==> config.mk <==
export PLATFORM = sky130hd
export DESIGN_NAME = mem_seq_ctrl
export DESIGN_NICKNAME = d
export VERILOG_FILES = /design/src/rtl/mem_seq_ctrl.sv
export SDC_FILE = /design/constraint.sdc
export NUM_CORES = 1
export LEC_CHECK = 0
export ABC_AREA = 1
export BUFFER_PORTS_ARGS = -buffer_cell sky130_fd_sc_hd__buf_2
export CAP_MARGIN = 20
export CORE_AREA = 2 2 107 109
export CTS_CLUSTER_DIAMETER = 120
export DETAILED_ROUTE_END_ITERATION = 6
export DIE_AREA = 0 0 109 111
export PLACE_DENSITY = 0.7
export SYNTH_ARGS = -nofsm -noshare
export SYNTH_HDL_FRONTEND = slang
export SYNTH_SLANG_ARGS = --single-unit
==> constraint.sdc <==
create_clock -name i_CLK -period 3.45 [get_ports i_CLK]
set_input_delay 0.69 -clock i_CLK [delete_from_list [all_inputs] [get_ports i_CLK]]
set_output_delay 0.69 -clock i_CLK [all_outputs]
set_load 0.05 [all_outputs]
==> src/rtl/mem_seq_ctrl.sv <==
// Load/drain sequencer for one simple dual-port RAM feeding the 2D-conv engine.
// Optional replay of the last stored frame is enabled by defining MEM_SEQ_CTRL_REPLAY_EN.
module mem_seq_ctrl #(
    parameter int RAM_WIDTH  = 8,
    parameter int NB_ADDRESS = 10
) (
    input  logic                  i_CLK,
    input  logic                  i_reset,
    input  logic                  i_start,
    input  logic [NB_ADDRESS:0]   i_length,
`ifdef MEM_SEQ_CTRL_REPLAY_EN
    input  logic                  i_replay,
`endif
    input  logic [RAM_WIDTH-1:0]  i_data,
    input  logic                  i_valid,
    output logic                  o_ready,
    output logic [RAM_WIDTH-1:0]  o_data,
    output logic                  o_valid,
    input  logic                  i_ready,
    output logic                  o_busy,
    output logic                  o_done,
    output logic [RAM_WIDTH-1:0]  o_mem_data,
    output logic [NB_ADDRESS-1:0] o_mem_wrAdd,
    output logic [NB_ADDRESS-1:0] o_mem_rdAdd,
    output logic                  o_mem_wrEnable,
    input  logic [RAM_WIDTH-1:0]  i_mem_data
);
    localparam logic [NB_ADDRESS:0] DEPTH = {1'b1, {NB_ADDRESS{1'b0}}};

    typedef enum logic [1:0] {IDLE, LOAD, DRAIN, DONE} state_t;

    state_t                state_q;
    logic [NB_ADDRESS:0]   len_q;
    logic [NB_ADDRESS:0]   wr_cnt_q;
    logic [NB_ADDRESS:0]   rd_cnt_q;
    logic [NB_ADDRESS:0]   pop_cnt_q;
    logic [RAM_WIDTH-1:0]  buf_q [2];
    logic                  buf_rd_q;
    logic                  buf_wr_q;
    logic [1:0]            occ_q;
    logic [1:0]            occ_d;
    logic                  inflight_q;
    logic                  done_q;

    logic                  wr_fire;
    logic                  pop;
    logic                  issue;
    logic                  last_pop;
    logic                  replay_go;
    logic [NB_ADDRESS:0]   len_sat;

    assign len_sat  = (i_length > DEPTH) ? DEPTH : i_length;
    assign wr_fire  = (state_q == LOAD) && i_valid;
    assign pop      = (state_q == DRAIN) && (occ_q != '0) && i_ready;
    assign last_pop = pop && (pop_cnt_q == len_q - 1'b1);
    // Occupancy after this cycle's capture and pop; a read issued now lands
    // next cycle, so this keeps the 2-entry buffer from overflowing while
    // still allowing one issue per cycle in steady state.
    assign occ_d    = occ_q + {1'b0, inflight_q} - {1'b0, pop};
    assign issue    = (state_q == DRAIN) && (rd_cnt_q < len_q) && (occ_d < 2'd2);

`ifdef MEM_SEQ_CTRL_REPLAY_EN
    logic frame_seen_q;

    always_ff @(posedge i_CLK) begin
        if (i_reset)
            frame_seen_q <= 1'b0;
        else if (state_q == DONE)
            frame_seen_q <= 1'b1;
    end

    assign replay_go = i_replay && frame_seen_q;
`else
    assign replay_go = 1'b0;
`endif

    always_ff @(posedge i_CLK) begin
        if (i_reset) begin
            state_q    <= IDLE;
            len_q      <= '0;
            wr_cnt_q   <= '0;
            rd_cnt_q   <= '0;
            pop_cnt_q  <= '0;
            buf_q[0]   <= '0;
            buf_q[1]   <= '0;
            buf_rd_q   <= 1'b0;
            buf_wr_q   <= 1'b0;
            occ_q      <= '0;
            inflight_q <= 1'b0;
            done_q     <= 1'b0;
        end else begin
            done_q     <= 1'b0;
            inflight_q <= issue;
            occ_q      <= occ_d;
            if (issue)
                rd_cnt_q <= rd_cnt_q + 1'b1;
            if (inflight_q) begin
                buf_q[buf_wr_q] <= i_mem_data;
                buf_wr_q        <= ~buf_wr_q;
            end
            if (pop) begin
                buf_rd_q  <= ~buf_rd_q;
                pop_cnt_q <= pop_cnt_q + 1'b1;
            end
            if (wr_fire)
                wr_cnt_q <= wr_cnt_q + 1'b1;

            case (state_q)
                IDLE: begin
                    if (i_start) begin
                        if (i_length != '0) begin
                            len_q   <= len_sat;
                            state_q <= LOAD;
                        end else begin
                            done_q  <= 1'b1;
                        end
                    end else if (replay_go) begin
                        state_q <= DRAIN;
                    end
                end
                LOAD: begin
                    if (wr_fire && (wr_cnt_q == len_q - 1'b1))
                        state_q <= DRAIN;
                end
                DRAIN: begin
                    if (last_pop) begin
                        state_q <= DONE;
                        done_q  <= 1'b1;
                    end
                end
                DONE: begin
                    // Counters rewind here so IDLE and the next frame start from address 0.
                    wr_cnt_q  <= '0;
                    rd_cnt_q  <= '0;
                    pop_cnt_q <= '0;
                    state_q   <= IDLE;
                end
                default: state_q <= IDLE;
            endcase
        end
    end

    assign o_ready        = (state_q == LOAD);
    assign o_busy         = (state_q == LOAD) || (state_q == DRAIN);
    assign o_done         = done_q;
    assign o_valid        = (occ_q != '0);
    assign o_data         = buf_q[buf_rd_q];
    assign o_mem_wrEnable = wr_fire;
    assign o_mem_wrAdd    = wr_cnt_q[NB_ADDRESS-1:0];
    assign o_mem_data     = i_data;
    assign o_mem_rdAdd    = rd_cnt_q[NB_ADDRESS-1:0];

endmodule

==> results of run 1 <==
area by class of cell:
| class | instances | area [um2] |
|---|---|---|
| fillers | 1109 | 6300 |
| multi-input cells | 407 | 2180 |
| flip-flops and latches | 69 | 1540 |
| inverters | 83 | 312 |
| repair buffers | 59 | 303 |
| clock buffers | 11 | 233 |
| well taps | 143 | 179 |
| clock inverters | 5 | 28.8 |
stage by stage:
step	utilization [%]	std cells	worst slack (ps)	power (mW)	instance area (um2)
2_1_floorplan	-	595	822	2.05	4290
3_3_place_gp	40.8	761	654	2.22	4520
3_5_place_dp	40.8	761	414	2.26	4520
4_1_cts	43.1	777	371	3.09	4780
5_1_grt	43.1	777	31.0	3.31	4780
6_report	43.1	777	342	3.09	4780
synthesized netlist by cell type, types with 8 or more instances:
cell type  count  area (um2)
buf_4         29         218
inv_1         79         297
dfxtp_1       53        1060
nand4_1       11        68.8
ha_1          20         250
nor3_1        15        75.1
a21oi_1       43         215
o21ai_0       19        95.1
nand2_1      109         409
edfxtp_1      16         480
nor2_1        77         289
nand3_1       55         275
a211oi_1       8        60.1
mux2_2         8        90.1
xor2_1         8        70.1
report_power, final:
group	leakage [nW]	switching (mW)	internal [mW]	total [mW]
Clock	0.125	0.348	0.481	0.829
Sequential	0.595	0.0814	0.909	0.990
Combinational	1.41	0.891	0.384	1.27
Total	2.13	1.32	1.77	3.09
registers in the layout, indices dropped and copies added (netlist names), 2 cells and up, named ones only:
register,count
buf_q,16
len_q,11
pop_cnt_q,11
rd_cnt_q,11
wr_cnt_q,11
occ_q,2
state_q,2
logic make-up after synthesis:
kind of cell	count (synthesis)	share of synthesized area, %
compound gates	76	10.2
xor+xnor	11	2.25
fa+ha+maj	20	5.84
buf+inv	119	13.2
flops	69	35.9
mux	8	2.10
simple gates	292	30.6
metal layers:
metal / wire length (um) / GRT usage [%] / vias up
met4: 233 / 7.35 / 0
met2: 4660 / 27.4 / 137
li1: - / - / 1992
met3: 688 / 4.35 / 17
met1: 4970 / 24.6 / 1794
met5: 0 / 0 / -
final timing paths:
path	startpoint	end	slack [ps]	depth (start not counted)
worst min register to register	buf_rd_q$_SDFFE_PP0P_	flop	460	1
worst max-delay path	state_q[0]$_SDFFE_PP0P_	rd_cnt_q[6]$_SDFFE_PP0P_	340	14
worst min-delay path	buf_rd_q$_SDFFE_PP0P_	flop	460	1
worst max register to register	state_q[0]$_SDFFE_PP0P_	rd_cnt_q[6]$_SDFFE_PP0P_	340	14
==> results.py, run 1 <==
metrics = {
    "status": {
        "status": "finished clean",
    },
    "place": {
        "dp_hpwl_um": 8090,
        "place.gp.congestion": 0.900,
        "port_buffers": 56,
    },
    "global_route": {
        "grt_pass1_vias": 3665,
        "grtUsageTotal_pct": 18.1,
        "antenna_found_initial": 0,
        "grt_pass1_wl_um": 17300,
        "grt_overflow": 0,
        "grt_max_degree": 20,
    },
    "setup_path": {
        "critPathSlowestCell": "ha_1",
        "crit_arrival_ps": 3370,
        "critPathCaptureType": "flop",
        "crit_chain": "inv_1 > ha_1 > nand2_1 > a21oi_4 > ha_1 > inv_1 > ha_1 > xnor2_1 > xor2_1 > buf_4 > nand3_1 > o21ai_0 > nand2_1 > nor2_1",
        "required_ps": 3720,
        "cp_max_fo": 16,
        "cp_num_buf_inv": 3,
        "cp-start-kind": "flop",
        "slowest_delay_ps": 410,
        "worst_path_most_repeated_cell": "ha_1",
        "critPathTopFamily": "adder cells",
        "worstSetupPathType": "reg2reg",
    },
    "clocking": {
        "clk_latency_ps": 340,
        "cts-buffers-inserted": 9,
        "numClockSinks": 69,
        "cts_resized": 0,
        "cts_root_buffer": "clkbuf_16",
        "clk_pin_slew_ps": 60,
        "clock_path_buffers": 2,
        "cts.hold.buffers_added": 0,
        "htree_levels": 3,
        "cts_setup_buffers": 0,
        "cts_tree": "yes",
    },
    "detailed_routing": {
        "wl_um": 10600,
        "drc_errors": 0,
        "via_per_inst": 5.07,
        "drt_iter0_drc": 266,
        "wire_per_inst_um": 13.6,
        "drtAntennaViolNets": 0,
        "first_pass_iters": 5,
        "vias": 3940,
    },
    "floorplanning": {
        "floorplan.initialDensity_pct": 38.7,
        "die_y_um": 111,
        "io_pins": 73,
        "dieArea_um2": 12100,
        "fp.coreArea_um2": 11100,
        "rows": 39,
        "die_width_um": 109,
    },
    "timing": {
        "fin_crit_sh_pct": 90.1,
        "worst_clock_skew_ps": 7.55,
        "relSlewSlack_pct": 60.6,
        "slew_viol_final": 0,
        "setup_viol": 0,
        "hold_viol": 0,
        "fmaxAchievable_mhz": 322,
        "rsz0062_at_grt": "false",
        "fin_tns_setup_ps": 0,
        "fin_crit_ps": 3110,
        "worst_pin_slew_ps": 590,
        "holdWs_ps": 465,
    },
    "logic_synthesis": {
        "synthCells": 595,
        "syn_avg_cell_area_um2": 7.21,
        "async_reset_ff_share_pct": 0,
        "syn-cell-area_um2": 4290,
        "syn-num-nets": 647,
        "synthFlopType": "dfxtp_1",
        "synth_seq_cells": 69,
        "ys_types": 34,
        "ys.warnings.count": 0,
        "synth_edf_count": 16,
        "yosysSeqAreaShare_pct": 35.9,
    },
    "power_and_ir_drop": {
        "p_per_area_nw_per_um2": 647,
        "p_leak_nw": 2.13,
        "ir_drop_uv": 260,
    },
    "final_layout": {
        "layout.nets": 681,
        "area_delta_synth_final_pct": 11.4,
        "num_antenna_cells": 0,
        "most-common-layout-cells": "nand2_1, inv_1, nor2_1",
        "drive_gt1_share_pct": 16.1,
        "mostFrequentLayoutCell": "nand2_1",
    },
    "worst_hold_path": {
        "holdCritPathClass": "reg2reg",
    },
    "run": {
        "maxCapViolCount": 0,
    },
}
Power figures use the tool's default switching activity.
==> run 2: changes to the inputs <==
--- a/config.mk
+++ b/config.mk
@@ -13,6 +13,7 @@
 export DETAILED_ROUTE_END_ITERATION = 6
 export DIE_AREA = 0 0 109 111
 export PLACE_DENSITY = 0.7
+export SLEW_MARGIN = 20
 export SYNTH_ARGS = -nofsm -noshare
 export SYNTH_HDL_FRONTEND = slang
 export SYNTH_SLANG_ARGS = --single-unit
==> constraint.sdc (replaced) <==
create_clock -name i_CLK -period 3 [get_ports i_CLK]
set_input_delay 0.6 -clock i_CLK [delete_from_list [all_inputs] [get_ports i_CLK]]
set_output_delay 0.6 -clock i_CLK [all_outputs]
set_load 0.05 [all_outputs]
==> run 2 against run 1 <==
Compared with the run above:
- worst setup slack gained 27 ps
- fmax grew 18%
- sequential power grew 15%
- final area grew 1.1%
- sequential cell count is the same
- clock-buffer cell count shrank 2
- worst hold slack is essentially flat
- combinational power grew 17%
- clock power grew 34%
- critical path type unchanged
==> results.py, run 2 (same netlist as run 1, synthesis figures left out) <==
metrics = {
    "detailed_routing": {
        "vias": 3967,
        "first_pass_iters": 5,
        "via_per_inst": 5.11,
        "wl_um": 10600,
        "drc_errors": 0,
        "drt_iter0_drc": 260,
        "wire_per_inst_um": 13.7,
        "drtAntennaViolNets": 0,
    },
    "final_layout": {
        "most-common-layout-cells": "nand2_1, inv_1, nor2_1",
        "layout.nets": 681,
        "mostFrequentLayoutCell": "nand2_1",
        "final_core_util_pct": 43.6,
        "regMostFlops": "buf_q",
        "drive_gt1_share_pct": 17.0,
        "area_delta_synth_final_pct": 12.6,
        "largest_reg_flops": 16,
        "num_antenna_cells": 0,
        "final_cell_area_um2": 4830,
    },
    "power_and_ir_drop": {
        "ir_drop_uv": 309,
        "swShare_pct": 42.4,
        "p_int_mw": 2.15,
        "switching_power_mw": 1.58,
        "clockPowerShare_pct": 29.9,
        "share_seq_of_total_power_pct": 30.5,
        "p_leak_nw": 2.16,
        "p_per_area_nw_per_um2": 771,
        "comb_power_share_pct": 39.6,
    },
    "setup_path": {
        "cp-start-kind": "flop",
        "worstSetupEndpoint": "rd_cnt_q[3]$_SDFFE_PP0P_",
        "reg2reg_slack_ps": 370,
        "r2r_start": "state_q[0]$_SDFFE_PP0P_",
        "crit_start": "state_q[0]$_SDFFE_PP0P_",
        "critPathCaptureType": "flop",
        "required_ps": 3270,
        "reg2reg_depth": 13,
        "crit_arrival_ps": 2900,
        "r2r-end": "rd_cnt_q[3]$_SDFFE_PP0P_",
        "worstSetupPathType": "reg2reg",
        "cp_max_fo": 16,
    },
    "clocking": {
        "htree_levels": 3,
        "clock_path_buffers": 2,
        "clk_latency_ps": 330,
        "cts_tree": "yes",
        "numClockSinks": 69,
        "cts_root_buffer": "clkbuf_16",
        "cts-buffers-inserted": 9,
        "cts_setup_buffers": 0,
        "clk_pin_slew_ps": 60,
    },
    "timing": {
        "rsz0062_at_grt": "false",
        "fin_crit_sh_pct": 87.7,
        "worst_clock_skew_ps": 5.90,
        "fmaxAchievable_mhz": 380,
        "slew_viol_final": 0,
        "relSlewSlack_pct": 59.9,
        "hold_viol": 0,
        "fin_tns_setup_ps": 0,
        "worst_pin_slew_ps": 595,
        "fin_crit_ps": 2630,
        "setup_viol": 0,
    },
    "place": {
        "place_area_um2": 4520,
        "place.gp.congestion": 0.902,
        "port_buffers": 56,
        "dp_hpwl_um": 8130,
    },
    "floorplanning": {
        "die_width_um": 109,
        "dieArea_um2": 12100,
        "fp.coreArea_um2": 11100,
        "die_y_um": 111,
        "rows": 39,
        "floorplan.initialDensity_pct": 38.7,
        "io_pins": 73,
    },
    "global_route": {
        "grt_pass1_wl_um": 18000,
        "grt_pass1_vias": 3916,
        "antenna_found_initial": 0,
        "grtUsageTotal_pct": 18.5,
        "grt_max_degree": 20,
        "grt_overflow": 0,
    },
    "status": {
        "status": "finished clean",
    },
    "run": {
        "maxCapViolCount": 0,
    },
    "worst_hold_path": {
        "holdCritPathClass": "reg2reg",
    },
}
-- run 2: final cells by class --
| type | instances | area [um2] |
|---|---|---|
| Timing Repair Buffer | 59 | 303 |
| Fill cell | 1106 | 6250 |
| Clock buffer | 9 | 225 |
| Clock inverter | 7 | 80.1 |
| Inverter | 83 | 312 |
| Multi-Input combinational cell | 407 | 2190 |
| Sequential cell | 69 | 1540 |
| Tap cell | 143 | 179 |
-- run 2: stage by stage --
| step | power [mW] | worst slack [ps] | hold slack [ps] | cells |
|---|---|---|---|---|
| global route | 3.99 | 95.5 | 482 | 777 |
| CTS | 3.72 | 60.4 | 466 | 777 |
| global placement | 2.56 | 284 | 438 | 761 |
| finish | 3.72 | 368 | 464 | 777 |
| detailed placement | 2.61 | 69.6 | 455 | 761 |
| floorplan | 2.35 | 462 | 426 | 595 |
-- run 2: layer usage --
layer | routed length, um | part of all wire, % | GRT usage [%]
met1 | 4940 | 46 | 24.9
met2 | 4900 | 46 | 29.4
met3 | 601 | 5.7 | 4.12
met4 | 193 | 1.8 | 5.81
met5 | 0 | 0 | 0
-- run 2: how the worst min path moves through the flow --
stage	cells past startpoint	endpoint	start	slack, ps
after floorplan	1	flop	buf_rd_q$_SDFFE_PP0P_	430
after global placement	1	buf_rd_q$_SDFFE_PP0P_	buf_rd_q$_SDFFE_PP0P_	440
after detailed placement	1	buf_rd_q$_SDFFE_PP0P_	buf_rd_q$_SDFFE_PP0P_	450
after CTS	1	buf_rd_q$_SDFFE_PP0P_	buf_rd_q$_SDFFE_PP0P_	470
after global routing	1	buf_rd_q$_SDFFE_PP0P_	buf_rd_q$_SDFFE_PP0P_	480
final	1	buf_rd_q$_SDFFE_PP0P_	buf_rd_q$_SDFFE_PP0P_	460
-- run 2: critical path: stages, from the launching register on --
cell and delay (ps):
dfxtp_1 330, inv_1 110, ha_2 340, nand2_1 130, a21oi_4 130, ha_1 230
inv_1 50, ha_1 150, xnor2_1 130, xor2_1 250, nand3_2 290, o21ai_0 260
nand2_1 70, nor2_1 80
-- run 2: power groups by stage --
stage	Combinational [mW]	Sequential [mW]	Clock [mW]
floorplan	1.22	1.13	0
global placement	1.41	1.15	0
detailed placement	1.45	1.16	0
CTS	1.46	1.13	1.12
global route	1.67	1.15	1.17
finish	1.48	1.14	1.11
-- run 2: timing repair --
item,in CTS,in global routing
endpoints found under the setup margin,0,11
hold buffers,0,0
resized for setup,0,2
==> run 3: changes to the inputs <==
--- a/config.mk
+++ b/config.mk
@@ -8,11 +8,13 @@
 export ABC_AREA = 1
 export BUFFER_PORTS_ARGS = -buffer_cell sky130_fd_sc_hd__buf_2
 export CAP_MARGIN = 20
-export CORE_AREA = 2 2 107 109
+export CELL_PAD_IN_SITES_DETAIL_PLACEMENT = 1
+export CELL_PAD_IN_SITES_GLOBAL_PLACEMENT = 2
+export CORE_AREA = 2 2 119 121
 export CTS_CLUSTER_DIAMETER = 120
 export DETAILED_ROUTE_END_ITERATION = 6
-export DIE_AREA = 0 0 109 111
-export PLACE_DENSITY = 0.7
+export DIE_AREA = 0 0 121 123
+export PLACE_DENSITY = 0.91
 export SLEW_MARGIN = 20
 export SYNTH_ARGS = -nofsm -noshare
 export SYNTH_HDL_FRONTEND = slang
==> run 3 against run 2 <==
Compared with the run above:
- clock power fell by 8%
- first-iteration DRC count fell by 31%
- core utilization fell by 7.9 points
- critical path depth did not move
- non-clock buffer count rose by 1
==> results.py, run 3 (same netlist as run 1, synthesis figures left out) <==
metrics = {
    "status": {
        "status": "finished clean",
    },
    "setup_path": {
        "cp_max_fo": 16,
        "required_ps": 3280,
        "worstSetupPathType": "reg2reg",
        "worst_path_most_repeated_cell": "ha_1",
        "crit_start": "state_q[0]$_SDFFE_PP0P_",
        "critPathCaptureType": "flop",
        "r2r_start": "state_q[0]$_SDFFE_PP0P_",
        "crit_arrival_ps": 2810,
        "r2r-end": "rd_cnt_q[3]$_SDFFE_PP0P_",
        "crit_chain": "inv_1 > ha_1 > nand2_1 > a21oi_4 > ha_1 > inv_1 > ha_1 > xnor2_1 > xor2_1 > nand3_2 > o21ai_0 > nand2_1 > nor2_1",
        "critPathSlowestCell": "dfxtp_1",
        "crit_cells": 13,
        "cp_num_buf_inv": 2,
        "cp-start-kind": "flop",
        "critPathTopFamily": "adder cells",
        "reg2reg_slack_ps": 470,
        "reg2reg_depth": 13,
        "slowest_delay_ps": 350,
        "worstSetupEndpoint": "rd_cnt_q[3]$_SDFFE_PP0P_",
    },
    "floorplanning": {
        "die_y_um": 123,
        "rows": 43,
        "die_width_um": 121,
        "fp.coreArea_um2": 13600,
        "io_pins": 73,
        "dieArea_um2": 14900,
        "floorplan.initialDensity_pct": 31.5,
    },
    "final_layout": {
        "most-common-layout-cells": "nand2_1, inv_1, nor2_1",
        "mostFrequentLayoutCell": "nand2_1",
        "area_delta_synth_final_pct": 13.3,
        "regMostFlops": "buf_q",
        "fillers": 1727,
        "drive_gt1_share_pct": 17.0,
        "layout.nets": 682,
        "regArea_um2": 1540,
        "largest_reg_flops": 16,
        "final_core_util_pct": 35.7,
        "multi_input_area_um2": 2190,
        "num_antenna_cells": 0,
    },
    "detailed_routing": {
        "wire_per_inst_um": 15.0,
        "wl_um": 12200,
        "drt_iter0_drc": 180,
        "drtAntennaViolNets": 0,
        "drc_errors": 0,
        "vias": 3969,
        "first_pass_iters": 4,
        "via_per_inst": 4.87,
    },
    "power_and_ir_drop": {
        "p_per_area_nw_per_um2": 759,
        "ir_drop_uv": 275,
        "p_leak_nw": 2.14,
    },
    "place": {
        "port_buffers": 56,
        "dp_hpwl_um": 9540,
        "place.gp.congestion": 0.869,
    },
    "timing": {
        "worst_pin_slew_ps": 627,
        "fmaxAchievable_mhz": 395,
        "holdWs_ps": 481,
        "rsz0062_at_grt": "false",
        "slew_viol_final": 0,
        "fin_tns_setup_ps": 0,
        "hold_viol": 0,
        "worst_clock_skew_ps": 11.5,
        "fin_crit_ps": 2530,
        "setup_viol": 0,
        "fin_crit_sh_pct": 84.4,
        "relSlewSlack_pct": 58.2,
    },
    "clocking": {
        "cts_resized": 0,
        "clock_path_buffers": 2,
        "numClockSinks": 69,
        "clk_latency_ps": 340,
        "cts_root_buffer": "clkbuf_16",
        "htree_levels": 3,
        "cts.hold.buffers_added": 0,
        "cts_tree": "yes",
        "cts_setup_buffers": 0,
        "cts-buffers-inserted": 9,
        "clk_pin_slew_ps": 60,
    },
    "run": {
        "maxCapViolCount": 0,
    },
    "worst_hold_path": {
        "hold_start": "buf_rd_q$_SDFFE_PP0P_",
        "holdCritPathClass": "reg2reg",
    },
    "global_route": {
        "grt_max_degree": 20,
        "grt_pass1_vias": 4042,
        "grtUsageTotal_pct": 17.1,
        "grt_overflow": 0,
        "antenna_found_initial": 0,
        "grt_pass1_wl_um": 19800,
    },
}
[run 3: per-stage QoR]
| stage | instance area (um2) | setup WS (ps) | cells | total power [mW] |
|---|---|---|---|---|
| 2_1_floorplan | 4290 | 462 | 595 | 2.35 |
| 3_3_place_gp | 4570 | 346 | 799 | 2.61 |
| 3_5_place_dp | 4570 | 265 | 799 | 2.66 |
| 4_1_cts | 4850 | 253 | 815 | 3.72 |
| 5_1_grt | 4860 | 216 | 815 | 3.96 |
| 6_report | 4860 | 469 | 815 | 3.69 |
[run 3: final cells by class]
| class | count | area share (%) |
|---|---|---|
| tap | 180 | 4.64 |
| sequential | 69 | 31.7 |
| timing repair buffer | 60 | 6.39 |
| inverter | 83 | 6.41 |
| clock inverter | 7 | 1.18 |
| multi-input combinational | 407 | 45.0 |
| clock buffer | 9 | 4.64 |
[run 3: worst min path at each step]
| stage | endpoint | slack [ps] | cells past startpoint |
|---|---|---|---|
| 2_1_floorplan | flop | 430 | 1 |
| 3_3_place_gp | buf_rd_q$_SDFFE_PP0P_ | 440 | 1 |
| 3_5_place_dp | flop | 460 | 1 |
| 4_1_cts | flop | 480 | 1 |
| 5_1_grt | flop | 490 | 1 |
| 6_report | flop | 480 | 1 |
[run 3: routing by layer]
layer | track usage [%] | vias up | wire length, um | share of wire [%]
li1 | - | 1999 | - | -
met1 | 21.5 | 1896 | 5870 | 48
met2 | 29.4 | 66 | 5820 | 48
met3 | 3.64 | 8 | 410 | 3.4
met4 | 5.31 | 0 | 130 | 1.1
met5 | 0 | - | 0 | 0
[run 3: power by group]
group,internal (mW),switching [mW],total [mW]
Clock,0.570,0.455,1.02
Combinational,0.449,1.07,1.52
Sequential,1.04,0.0955,1.14
Total,2.06,1.62,3.69
